--- config.mk ---
export PLATFORM = sky130hd
export DESIGN_NAME = vga_scan_controller
export DESIGN_NICKNAME = d
export VERILOG_FILES = /design/src/rtl/vga_scan_controller.sv
export SDC_FILE = /design/constraint.sdc
export NUM_CORES = 1
export LEC_CHECK = 0
export CORE_AREA = 5 5 335 337
export CTS_CLUSTER_DIAMETER = 150
export CTS_CLUSTER_SIZE = 40
export DETAILED_ROUTE_END_ITERATION = 12
export DIE_AREA = 0 0 340 342
export PLACE_DENSITY = 0.5
export SLEW_MARGIN = 20
export SYNTH_ARGS = -nofsm -noshare
export SYNTH_HDL_FRONTEND = slang
export SYNTH_SLANG_ARGS = --single-unit
--- constraint.sdc ---
create_clock -name clk -period 3.6 [get_ports clk]
set_input_delay 0.36 -clock clk [delete_from_list [all_inputs] [get_ports clk]]
set_output_delay 0.36 -clock clk [all_outputs]
set_load 0.02 [all_outputs]
--- src/rtl/vga_scan_controller.sv ---
// VGA raster scan controller: 640x480@60 timing counters, linear pixel address, registered
// DAC outputs with aligned sync/blank, and a per-frame double buffer for the game field.
module vga_scan_controller #(
   parameter int unsigned H_VISIBLE = 640,
   parameter int unsigned H_FP      = 16,
   parameter int unsigned H_SYNC    = 96,
   parameter int unsigned H_BP      = 48,
   parameter int unsigned V_VISIBLE = 480,
   parameter int unsigned V_FP      = 10,
   parameter int unsigned V_SYNC    = 2,
   parameter int unsigned V_BP      = 33
) (
   input  logic         clk,
   input  logic         reset,
   output logic [18:0]  ADDR,
   input  logic [23:0]  bgr_data_raw,
   input  logic [399:0] field_next,
   output logic [399:0] field,
   output logic         frame_done,
   output logic [7:0]   VGA_R,
   output logic [7:0]   VGA_G,
   output logic [7:0]   VGA_B,
   output logic         VGA_HS,
   output logic         VGA_VS,
   output logic         VGA_BLANK_N,
   output logic         VGA_CLK
);

   localparam int unsigned H_TOTAL = H_VISIBLE + H_FP + H_SYNC + H_BP;
   localparam int unsigned V_TOTAL = V_VISIBLE + V_FP + V_SYNC + V_BP;
   localparam int unsigned HW      = $clog2(H_TOTAL);
   localparam int unsigned VW      = $clog2(V_TOTAL);

   localparam logic [HW-1:0] H_LAST       = HW'(H_TOTAL - 1);
   localparam logic [HW-1:0] H_VIS_END    = HW'(H_VISIBLE);
   localparam logic [HW-1:0] H_SYNC_FIRST = HW'(H_VISIBLE + H_FP);
   localparam logic [HW-1:0] H_SYNC_LAST  = HW'(H_VISIBLE + H_FP + H_SYNC - 1);
   localparam logic [VW-1:0] V_LAST       = VW'(V_TOTAL - 1);
   localparam logic [VW-1:0] V_VIS_END    = VW'(V_VISIBLE);
   localparam logic [VW-1:0] V_SYNC_FIRST = VW'(V_VISIBLE + V_FP);
   localparam logic [VW-1:0] V_SYNC_LAST  = VW'(V_VISIBLE + V_FP + V_SYNC - 1);

   logic [HW-1:0] hcnt, hcnt_d;
   logic [VW-1:0] vcnt, vcnt_d;
   logic [18:0]   addr_d;
   logic          h_wrap;
   logic          visible;
   logic          visible_d;
   logic          frame_start_d;
   logic          vblank_start_d;
   logic          hs_d;
   logic          vs_d;

   assign VGA_CLK = clk;

   // Next raster position; address and field decisions look at where the scan is going.
   always_comb begin
      h_wrap = (hcnt == H_LAST);
      hcnt_d = h_wrap ? '0 : hcnt + HW'(1);
      vcnt_d = vcnt;
      if (h_wrap) begin
         vcnt_d = (vcnt == V_LAST) ? '0 : vcnt + VW'(1);
      end
   end

   always_comb begin
      visible        = (hcnt < H_VIS_END) && (vcnt < V_VIS_END);
      visible_d      = (hcnt_d < H_VIS_END) && (vcnt_d < V_VIS_END);
      frame_start_d  = (hcnt_d == '0) && (vcnt_d == '0);
      vblank_start_d = (hcnt_d == '0) && (vcnt_d == V_VIS_END);
      hs_d           = !((hcnt >= H_SYNC_FIRST) && (hcnt <= H_SYNC_LAST));
      vs_d           = !((vcnt >= V_SYNC_FIRST) && (vcnt <= V_SYNC_LAST));
   end

   // Address walks by increment only, holding through blanking.
   always_comb begin
      addr_d = ADDR;
      if (frame_start_d) begin
         addr_d = '0;
      end else if (visible_d) begin
         addr_d = ADDR + 19'd1;
      end
   end

   always_ff @(posedge clk) begin
      if (reset) begin
         hcnt <= '0;
         vcnt <= '0;
         ADDR <= '0;
      end else begin
         hcnt <= hcnt_d;
         vcnt <= vcnt_d;
         ADDR <= addr_d;
      end
   end

   always_ff @(posedge clk) begin
      if (reset) begin
         field      <= '0;
         frame_done <= 1'b0;
      end else begin
         frame_done <= vblank_start_d;
         if (vblank_start_d) begin
            field <= field_next;
         end
      end
   end

   // Colour is for the pixel at the current position, so it lands one cycle after ADDR.
   always_ff @(posedge clk) begin
      if (reset) begin
         VGA_R       <= '0;
         VGA_G       <= '0;
         VGA_B       <= '0;
         VGA_HS      <= 1'b1;
         VGA_VS      <= 1'b1;
         VGA_BLANK_N <= 1'b0;
      end else begin
         VGA_R       <= visible ? bgr_data_raw[7:0]   : 8'd0;
         VGA_G       <= visible ? bgr_data_raw[15:8]  : 8'd0;
         VGA_B       <= visible ? bgr_data_raw[23:16] : 8'd0;
         VGA_HS      <= hs_d;
         VGA_VS      <= vs_d;
         VGA_BLANK_N <= visible;
      end
   end

endmodule

Word level (Yosys, flattened, before mapping)

Index checks and enable logic that the tools add are counted.

Equality and inequality tests: 3
Bitwise logic cells: 1
Magnitude comparators: 8
Reductions and logical operators: 12
$add $sub $neg: 3
Muxes and demuxes: 3

Operators with widths:

| kind                  | number |
|---|---|
| $mux 10               | 3 |
| $add 10x1->10 const B | 2 |
| $eq 10x10->1 const B  | 2 |
| $logic_not 10->1      | 2 |
| $lt 10x10->1 const B  | 2 |
| $lt 10x9->1 const B   | 2 |
| $add 19x1->19 const B | 1 |
| $eq 10x9->1 const B   | 1 |
| $ge 10x10->1 const B  | 1 |
| $ge 10x9->1 const B   | 1 |
| $le 10x10->1 const B  | 1 |
| $le 10x9->1 const B   | 1 |
| $logic_and 1x1->1     | 6 |
| $reduce_or 2->1       | 2 |
| $logic_not 1->1       | 2 |
| $not 1->1             | 1 |

Input port bits: 426
Register bits: 467
Output and inout bits: 448

Logic depth before layout (Yosys ltp)

Gate-level depths: netlist of run 1.

Depth in word-level cells: 6
Mapped depth: 14
Depth with buffers taken out: 9

==> out/results.txt, run 1 <==
Outcome: finished clean
Design Area, Final: 29200 um^2
Post-Synthesis Cells: 2170
Worst Tran Pin Value: 0.984 ns
Crit end category: register
FF-to-FF setup slack: 0.11 ns
Vias in the first global route: 18700
Max_cap viols: 0
Total GRT Usage: 14.1%
RR Endpoint: field[360]
Mapped Area: 18200 um^2
Fin Hold WS: 0.148 ns
Most used cell, CP: buf_12
GRT Residual Overflow: 0
RR Startpoint: hcnt[5]
Worst Path Required: 4.24 ns
Ys Warns: 0
Core area: 109000 um^2
Top Ports: 874
Remaining DRCs: 0
Fin. max-slew vios: 0
Final nets: 3342
Sequential area share after synthesis: 51.3%
Vias: 19100
Syn Area/Cell: 8.40 um^2
Post-synth EDFFs: 0
Final Routed Wirelength: 89200 um
Clk slew on worst S/H paths: 0.16 ns
Share of flip-flops with an asynchronous set or reset: 0%
GPL Wtd Cong: 0.874
Period utilization: 96.8%
Die height: 342 um
RSZ-0062 raised after global routing: false
Worst R2R Path Depth: 9
WHS Endpoint: hcnt[4]
CP Max Fanout: 53
CTS tree: done
Most used DFF post-synth: dfxtp_1
Crit path max-delay cell type: or4b_1
Crit path largest cell delay: 0.64 ns
Wire per inst: 20.6 um
Syn Nets: 2601
First-pass GRT wire length: 127000 um
# fillers: 11800
Fmax: 287 MHz
Crit path cell chain: or4b_1, or4_4, or3_1, a221o_1, nor2_4, buf_12, buf_12, nand3_1, a21oi_1
Share of cells above drive strength 1: 4.74%
CP arrival: 4.12 ns
Area Growth Syn to Fin: 60.1%
Initial DRT Pass Iterations: 5
Dpl hpwl: 66100 um
Starting density of the core: 16.8%
Final ANT Viol Nets: 0
Die area: 116000 um^2
Hold Violations, Final: 0
Largest net degree at the start of global routing: 158
Chip width: 340 um
DR iter-0 viols: 1117
Clock skew: 0.0779 ns
CP startpoint kind: register
Class of the worst hold path: in -> reg
Post-DP Area: 28600 um^2
VDD IR max: 0.000282 V
Vias per cell: 4.40
Final Setup Violations: 0
Initial antenna violation count: 16
Post-synth cell types: 58
Clk Latency, worst-skew pair: 0.72 ns
Tmin final: 3.49 ns
Port-buffer cells: 873
Synth Register Bits: 467
Site Rows: 121
Hold Path Origin: reset
WS Path Type: reg -> reg
Slew margin rel.: 34.4%
Pwr dens: 303 nW/um^2
Leakage: 9.01 nW
Cells on Worst Hold Path: 2
Setup TNS: 0 ns
how the worst max path moves through the flow:
stage	start	to	slack, ns	cells past startpoint
CTS	hcnt[5]	field[322]	0.13	9
detailed placement	hcnt[5]	field[322]	0.19	9
global route	hcnt[0]	field[344]	0.03	11
global placement	hcnt[5]	field[398]	0.20	9
finish	hcnt[5]	field[360]	0.11	9
floorplan	hcnt[5]	field[369]	0.41	12
stage by stage:
stage / total power [W] / worst slack, ns / instances / util, %
finish: 0.00885 / 0.114 / 4335 / 26.9
global route: 0.00921 / 0.0342 / 4334 / 26.9
CTS: 0.00903 / 0.130 / 4328 / 26.8
detailed placement: 0.00608 / 0.186 / 4304 / 26.3
global placement: 0.00608 / 0.195 / 4304 / 26.3
floorplan: 0.00549 / 0.413 / 2170 / -
cell families after synthesis:
| kind of cell | count (synthesis) | share of synthesized area, % |
|---|---|---|
| compound gates | 873 | 24.7 |
| simple gates | 552 | 15.8 |
| flops | 467 | 51.3 |
| buf+inv | 259 | 7.20 |
| xor+xnor | 13 | 0.625 |
| fa+ha+maj | 5 | 0.343 |
| mux | 1 | 0.0549 |
critical path: cells and delay by family, from the launching register on:
kind | cells | cell delay (ns)
flip-flops | 1 | 0.34
buffers and inverters | 2 | 0.48
AO/OA/AOI/OAI | 2 | 0.54
AND/OR/NAND/NOR | 5 | 1.87
cells in the final DEF, fill, tap and decap left out, drive strengths merged, types with 3 or more instances in the layout:
cell type / synthesis / final
clkbuf: 144 / 21
inv: 8 / 9
dfxtp: 467 / 467
nor4: 4 / 4
and2: 25 / 25
o21ai: 413 / 413
buf: 107 / 99
nand3: 417 / 417
a31oi: 3 / 3
xor2: 6 / 6
nand4: 12 / 12
xnor2: 7 / 7
ha: 5 / 5
or3: 6 / 6
nand2: 19 / 19
nor2b: 4 / 4
a21oi: 422 / 422
nor2: 21 / 21
clkdlybuf4s50: 0 / 872
diode: 0 / 7
and4: 3 / 3
and3: 3 / 3
nor3: 13 / 13
or4: 15 / 15
o31ai: 13 / 13
registers in the layout (all words and copies together), names as in the netlist:
register and cells:
field 400, VGA_BLANK_N 1, vcnt 10, VGA_B 8, frame_done 1, VGA_G 8
VGA_HS 1, hcnt 10, VGA_R 8, VGA_VS 1, ADDR 19
metal layers:
| metal | up-vias | global-route usage [%] | part of all wire (%) | wire length (um) |
|---|---|---|---|---|
| li1 | 9251 | - | - | - |
| met1 | 9046 | 16.8 | 40 | 35800 |
| met2 | 682 | 24.9 | 49 | 44100 |
| met3 | 80 | 4.52 | 8.2 | 7350 |
| met4 | 2 | 3.39 | 2.1 | 1880 |
| met5 | - | 0 | 0.015 | 13 |
Yosys cell counts (4+ instances only):
cell type / count / share of area (%)
a21oi_1: 422 / 12
and2_1: 25 / 0.86
buf_2: 46 / 1.3
buf_4: 43 / 1.8
buf_6: 16 / 0.99
clkbuf_1: 143 / 2.9
dfxtp_1: 467 / 51
ha_1: 5 / 0.34
inv_1: 8 / 0.16
nand2_1: 19 / 0.39
nand3_1: 417 / 11
nand4_1: 12 / 0.41
nor2_1: 21 / 0.43
nor2b_1: 4 / 0.14
nor3_1: 12 / 0.33
o21ai_0: 20 / 0.55
o21ai_1: 393 / 11
o31ai_1: 13 / 0.54
or3_1: 6 / 0.21
or4_1: 14 / 0.58
xnor2_1: 7 / 0.34
xor2_1: 6 / 0.29
what timing repair did:
| action | 4_1_cts | 5_1_grt |
|---|---|---|
| hold buffers | 0 | 0 |
| endpoints found under the setup margin | 0 | 1 |
| gates resized for setup | 0 | 2 |
| setup buffers | 0 | 0 |
final cells by class:
cell class | count | area [um^2] | share of cell area, %
clock inverter | 3 | 48.8 | 0.167
antenna | 7 | 17.5 | 0.0600
timing repair buffer | 970 | 9830 | 33.7
multi-input combinational | 1444 | 7610 | 26.1
tap | 1414 | 1770 | 6.07
clock buffer | 22 | 514 | 1.76
sequential | 467 | 9350 | 32.1
inverter | 8 | 30.0 | 0.103
where the power goes:
group	internal, W	switching [W]	total [W]
registers	0.00519	0.0000179	0.00521
clock network	0.00105	0.00187	0.00292
logic	0.000467	0.000252	0.000720
No activity file was read; power rests on OpenSTA's default activity.
==> run 2, diff against run 1 <==
Settings changed: GPL_TIMING_DRIVEN set to 0.
==> out/results.txt, run 2 (synthesis results as in run 1) <==
Worst Tran Pin Value: 1.09 ns (+0.105 ns)
Total GRT Usage: 16.6% (+2.4 points)
WL met1: 41700 um (+16%)
Starting density of the core: 16.8% (unchanged)
WS Path Type: reg -> reg
Dpl hpwl: 82300 um (+24%)
Design Power: 0.00918 W (+3.8%)
Site Rows: 121 (unchanged)
Hold Violations, Final: 0 (unchanged)
Hold buffer count at cts: 0 (unchanged)
Share of cells above drive strength 1: 9.58% (+4.8 points)
Max FFs per register: 400 (unchanged)
GRT Residual Overflow: 0 (unchanged)
Die height: 342 um (unchanged)
Worst R2R Path Depth: 12 (+3)
Crit path max-delay cell type: or4b_4
Cells on Worst Hold Path: 3 (+1)
Worst Path Required: 4.18 ns (-0.06 ns)
CP arrival: 4.08 ns (-0.04 ns)
Int Pwr: 0.00687 W (+2.3%)
Slew margin rel.: 27.4% (-7.0 points)
Clk network pwr share: 34.7% (+1.7 points)
VDD IR max: 0.000284 V (+0.72%)
DR iter-0 viols: 1138 (+1.9%)
Fin Hold WS: 0.175 ns (+0.0269 ns)
Clk Latency, worst-skew pair: 0.73 ns (about the same)
Fin. max-slew vios: 0 (unchanged)
CP top delay family: simple AND/OR/NAND/NOR gates
GPL Wtd Cong: 0.900 (+2.9%)
RSZ-0062 raised after global routing: true
Commonest non-fill, non-tap cell in the layout: clkdlybuf4s50_1
Metal2 WL: 50800 um (+15%)
Area Growth Syn to Fin: 67.4%
Initial antenna violation count: 25 (+9)
Largest net degree at the start of global routing: 41 (-74%)
WP buf/inv: 5 (+3)
# fillers: 11800 (+0.10%)
Post-Place Cells: 4459 (+3.6%)
Sequential power share: 56.7% (-2.2 points)
CP Max Fanout: 10 (-81%)
Final Util: 28.1% (+1.2 points)
Fmax: 286 MHz (-0.27%)
Chip width: 340 um (unchanged)
Hold Path Origin: field_next[58]
Crit path cell chain: buf_6, or4b_4, buf_6, or4_4, or3_4, a221o_2, nand2b_4, buf_12, buf_6, clkbuf_4, o21ai_1, a21oi_1
Most frequent cells in the layout: 873 x clkdlybuf4s50_1, 465 x dfxtp_1, 422 x a21oi_1, 408 x nand3_1, 370 x o21ai_1
Final nets: 3515 (+5.2%)
Met3 WL: 8660 um (+18%)
DR top layer: met5
Final ANT Viol Nets: 0 (unchanged)
Wire per inst: 23.1 um (+12%)
Crit end category: register
Class of the worst hold path: in -> reg
WHS Endpoint: field[58]
Port-buffer cells: 873 (unchanged)
Biggest regs: field: 400 flops, ADDR: 19 flops
Tmin final: 3.49 ns (+0.00942 ns)
Vias in the first global route: 19500 (+4.3%)
CTS tree: done
Sw Pwr: 0.00231 W (+8.2%)
Remaining DRCs: 0 (unchanged)
Most used cell, CP: buf_6
Vias per cell: 4.45 (+1.2%)
Largest Register: field
Final Routed Wirelength: 105000 um (+17%)
Non-Filler Instances: 4519 (+4.2%)
Vias: 20100 (+5.5%)
Top Ports: 874 (unchanged)
Crit path largest cell delay: 0.53 ns (-0.11 ns)
Design Area, Final: 30500 um^2 (+4.6%)
Clk slew on worst S/H paths: 0.16 ns (about the same)
Core area: 109000 um^2 (unchanged)
RR Endpoint: field[219]
Max_cap viols: 0 (unchanged)
Combinational Power Share: 8.6% (+0.5 points)
RR Startpoint: hcnt[5]
Die area: 116000 um^2 (unchanged)
First-pass GRT wire length: 143000 um (+12%)
Outcome: finished clean
CP startpoint kind: register
FF-to-FF setup slack: 0.11 ns (about the same)
Switching Fraction: 25.2% (+1.0 points)
Clock skew: 0.0521 ns (-0.0258 ns)
Final Setup Violations: 0 (unchanged)
Initial DRT Pass Iterations: 5 (unchanged)
Period utilization: 97.1% (+0.26 points)
Pwr dens: 301 nW/um^2 (-0.78%)
Post-DP Area: 28800 um^2 (+0.64%)
Leakage: 9.71 nW (+7.8%)
## run 2: power by group through the flow
stage / clock network (W) / logic (W) / registers (W)
6_report: 0.00318 / 0.000789 / 0.00521
5_1_grt: 0.00348 / 0.000832 / 0.00521
4_1_cts: 0.00334 / 0.000799 / 0.00521
3_5_place_dp: 0.0000527 / 0.000780 / 0.00532
3_3_place_gp: 0.0000527 / 0.000780 / 0.00532
2_1_floorplan: 0.0000325 / 0.000121 / 0.00534
## run 2: worst max-delay path by stage
stage,slack [ns],start,depth (start not counted),to
2_1_floorplan,0.41,hcnt[5],12,field[369]
3_3_place_gp,-2.67,hcnt[3],10,field[169]
3_5_place_dp,-1.34,hcnt[3],10,field[169]
4_1_cts,0.004,hcnt[5],12,field[288]
5_1_grt,-0.01,hcnt[5],13,field[78]
6_report,0.11,hcnt[5],12,field[219]
## run 2: final cells by class
cell class                 count  area, um^2  share of cell area, %
multi-input combinational   1444        7810                   25.6
sequential                   467        9350                   30.7
clock inverter                 7         133                  0.435
inverter                       8        30.0                 0.0984
tap                         1414        1770                   5.80
clock buffer                  22         524                   1.72
antenna                       15        37.5                  0.123
timing repair buffer         895        9010                   29.5
buffer                       247        1840                   6.02
## run 2: timing repair
item                                    4_1_cts  5_1_grt
endpoints found under the setup margin      416      415
gates cloned                                  2        3
buffers inserted                              9        7
pin swaps                                     6        8
resized for setup                           155      170
## run 2: metal layers
metal / global-route usage [%] / vias to the layer above
met5: 0 / -
met4: 5.76 / 10
met3: 5.85 / 106
met2: 28.4 / 704
met1: 19.2 / 9616
li1: - / 9664
## run 2: per-stage QoR
stage,TNS (ns),worst slack (ns)
5_1_grt,-0.0130,-0.0119
3_3_place_gp,-543.49,-2.67
4_1_cts,0,0.00364
2_1_floorplan,0,0.413
3_5_place_dp,-336.56,-1.34
6_report,0,0.105
## run 2: worst min-delay path, cell delays in order
cell,delay (ns)
clkdlybuf4s50_1,0.40
nand3_1,0.06
a21oi_1,0.05
==> RTL edit, RTL diff (settings of run 2) <==
Set the parameter `H_VISIBLE` to 1280 (it was 640).
--- a/src/rtl/vga_scan_controller.sv
+++ b/src/rtl/vga_scan_controller.sv
@@ -1,7 +1,7 @@
 // VGA raster scan controller: 640x480@60 timing counters, linear pixel address, registered
 // DAC outputs with aligned sync/blank, and a per-frame double buffer for the game field.
 module vga_scan_controller #(
-   parameter int unsigned H_VISIBLE = 640,
+   parameter int unsigned H_VISIBLE = 1280,
    parameter int unsigned H_FP      = 16,
    parameter int unsigned H_SYNC    = 96,
    parameter int unsigned H_BP      = 48,
Check against the original RTL: same outputs for any inputs over 10 cycles, from zero or initial values and one cycle with reset high; that may be too few to reach the edited logic, so the function may still have changed.
==> RTL edit against run 2 <==
Cell count up 0.11%. Count of clock-buffer cells in the layout up 1. Sequential cell count up 1. Maximum frequency up 2.9%. Area after synthesis about the same. Power down 1.4%. Via count up 1.1%. Routed wire length down 1.8%. Design area down 3.0%. Worst setup slack better by 0.097 ns. Sequential power about the same. Global-route usage down 0.13 points. Largest power group unchanged.
==> RTL edit: results (changes against run 2) <==
DR iter-0 viols=1187 (+4.3%); DRC=0 (unchanged); quantity of I/O buffers inserted on ports=873 (unchanged); Seq/Total Area, Yosys=0.5140 (+0.0008164); delay-heaviest family, CP=simple AND/OR/NAND/NOR gates; DP Worst Slack=-0.7350 ns (+0.6031 ns); synth cell count leaders=dfxtp_1, a21oi_1, nand3_1; Slew @ Worst Pin=1.065 ns (-0.02398 ns); Compound-Gate Fraction of Synth Area=0.2501 (+0.003228); Routed WL=102600 um (-1.8%); initial antenna violation count=20 (-20%); nets=3521 (+0.17%); Post-synth ARST share=0 (unchanged); DP Area=0.02874 sq mm (about the same); status=complete, no violations; largest net degree at the start of global routing=41 (unchanged); first-pass GRT wire length=143700 um (+0.60%); Avg Cell Area, Syn=8.308 sq um (-1.0%); DP HPWL=81720 um (-0.74%); fillers=11780 (+0.15%); worst clock skew=0.06580 ns (+0.01367 ns); switching share of power=0.2482 (-0.003523); max incr delay on CP=0.48 ns (-0.05 ns); Routability Congestion=0.8740 (-2.9%); worst r2r path cells=11 (-1); Largest regs=field: 400 flops, ADDR: 19 flops, hcnt: 11 flops; area share of xor/xnor cells in the synthesized design=0.004805 (-0.001445); Lkg Pwr=9.338 nW (-3.9%); worst skew pair latency=slightly above 0.7 ns; number of distinct library cells after synthesis=64 (+10%); worst hold path type=in2reg; CP max-delay cell=or4_1; multiplexer share of the synthesized area=0.001922 (+0.001372); Ys Warns=0 (unchanged); worst-path fanout max=10 (unchanged); vias per inst=4.493 (+1.0%); hold path cells=3 (unchanged); ranking of synthesized cells by area=dfxtp_1, a21oi_1, nand3_1; Initial DRT Pass Iterations=5 (unchanged); Syn Nets=2624 (+0.88%); Worst VDD drop=0.0002939 V (+3.6%); vias in the first global route=20050 (+2.7%); Post-Synth Adder-Cell Area=0.002746 (-0.0006883); gr usage total=0.1645 (-0.001263); CTS clk-pin slew, worst paths=0.16 ns (about the same); share of cells above drive strength 1=0.06038 (-0.03541); Wirelength per Cell=22.69 um (-1.9%)
-- RTL edit: changes by cell type after synthesis, moves of 7 or more --
cell,before,now
buf_4,43,2
buf_6,16,4
clkbuf_1,143,166
buf_1,2,9
o21ai_1,393,1
buf_2,46,68
o21ai_0,20,416
-- RTL edit: worst paths after layout --
check	endpoint	slack, ns	start
worst max-delay path	field[67]	0.20	hcnt[1]
worst min-delay path	field[3]	0.18	field_next[3]
worst max register to register	field[67]	0.20	hcnt[1]
worst min register to register	field[367]	0.48	field[367]
-- RTL edit: power groups by stage --
stage	registers [mW]	logic (mW)	clock network (mW)
after CTS	5.21	0.735	3.26
after detailed placement	5.33	0.729	0.0527
after global routing	5.22	0.766	3.40
after floorplan	5.35	0.0983	0.0325
after global placement	5.33	0.732	0.0527
final	5.21	0.729	3.11
-- RTL edit: cell type report --
class / instances / area, sq um / area share
tap: 1414 / 1769 / 0.05983
sequential: 468 / 9370 / 0.3169
antenna: 13 / 32.53 / 0.001100
clock buffer: 23 / 538.0 / 0.01819
buffer: 248 / 1150 / 0.03888
timing repair buffer: 875 / 8763 / 0.2963
inverter: 6 / 22.52 / 0.0007616
clock inverter: 6 / 98.84 / 0.003343
multi-input combinational: 1471 / 7828 / 0.2647
-- RTL edit: timing repair --
item                       in CTS  in global routing
setup buffers                   2                  1
pin swaps                       1                  3
hold buffers                    0                  0
resized for setup              39                 68
setup endpoints to repair     412                418
-- RTL edit: per-layer routing --
layer | wire length, um | global-route usage
met2 | 50390 | 0.2872
met4 | 2122 | 0.03908
met1 | 40760 | 0.1956
met3 | 9370 | 0.05439
met5 | 0 | 0
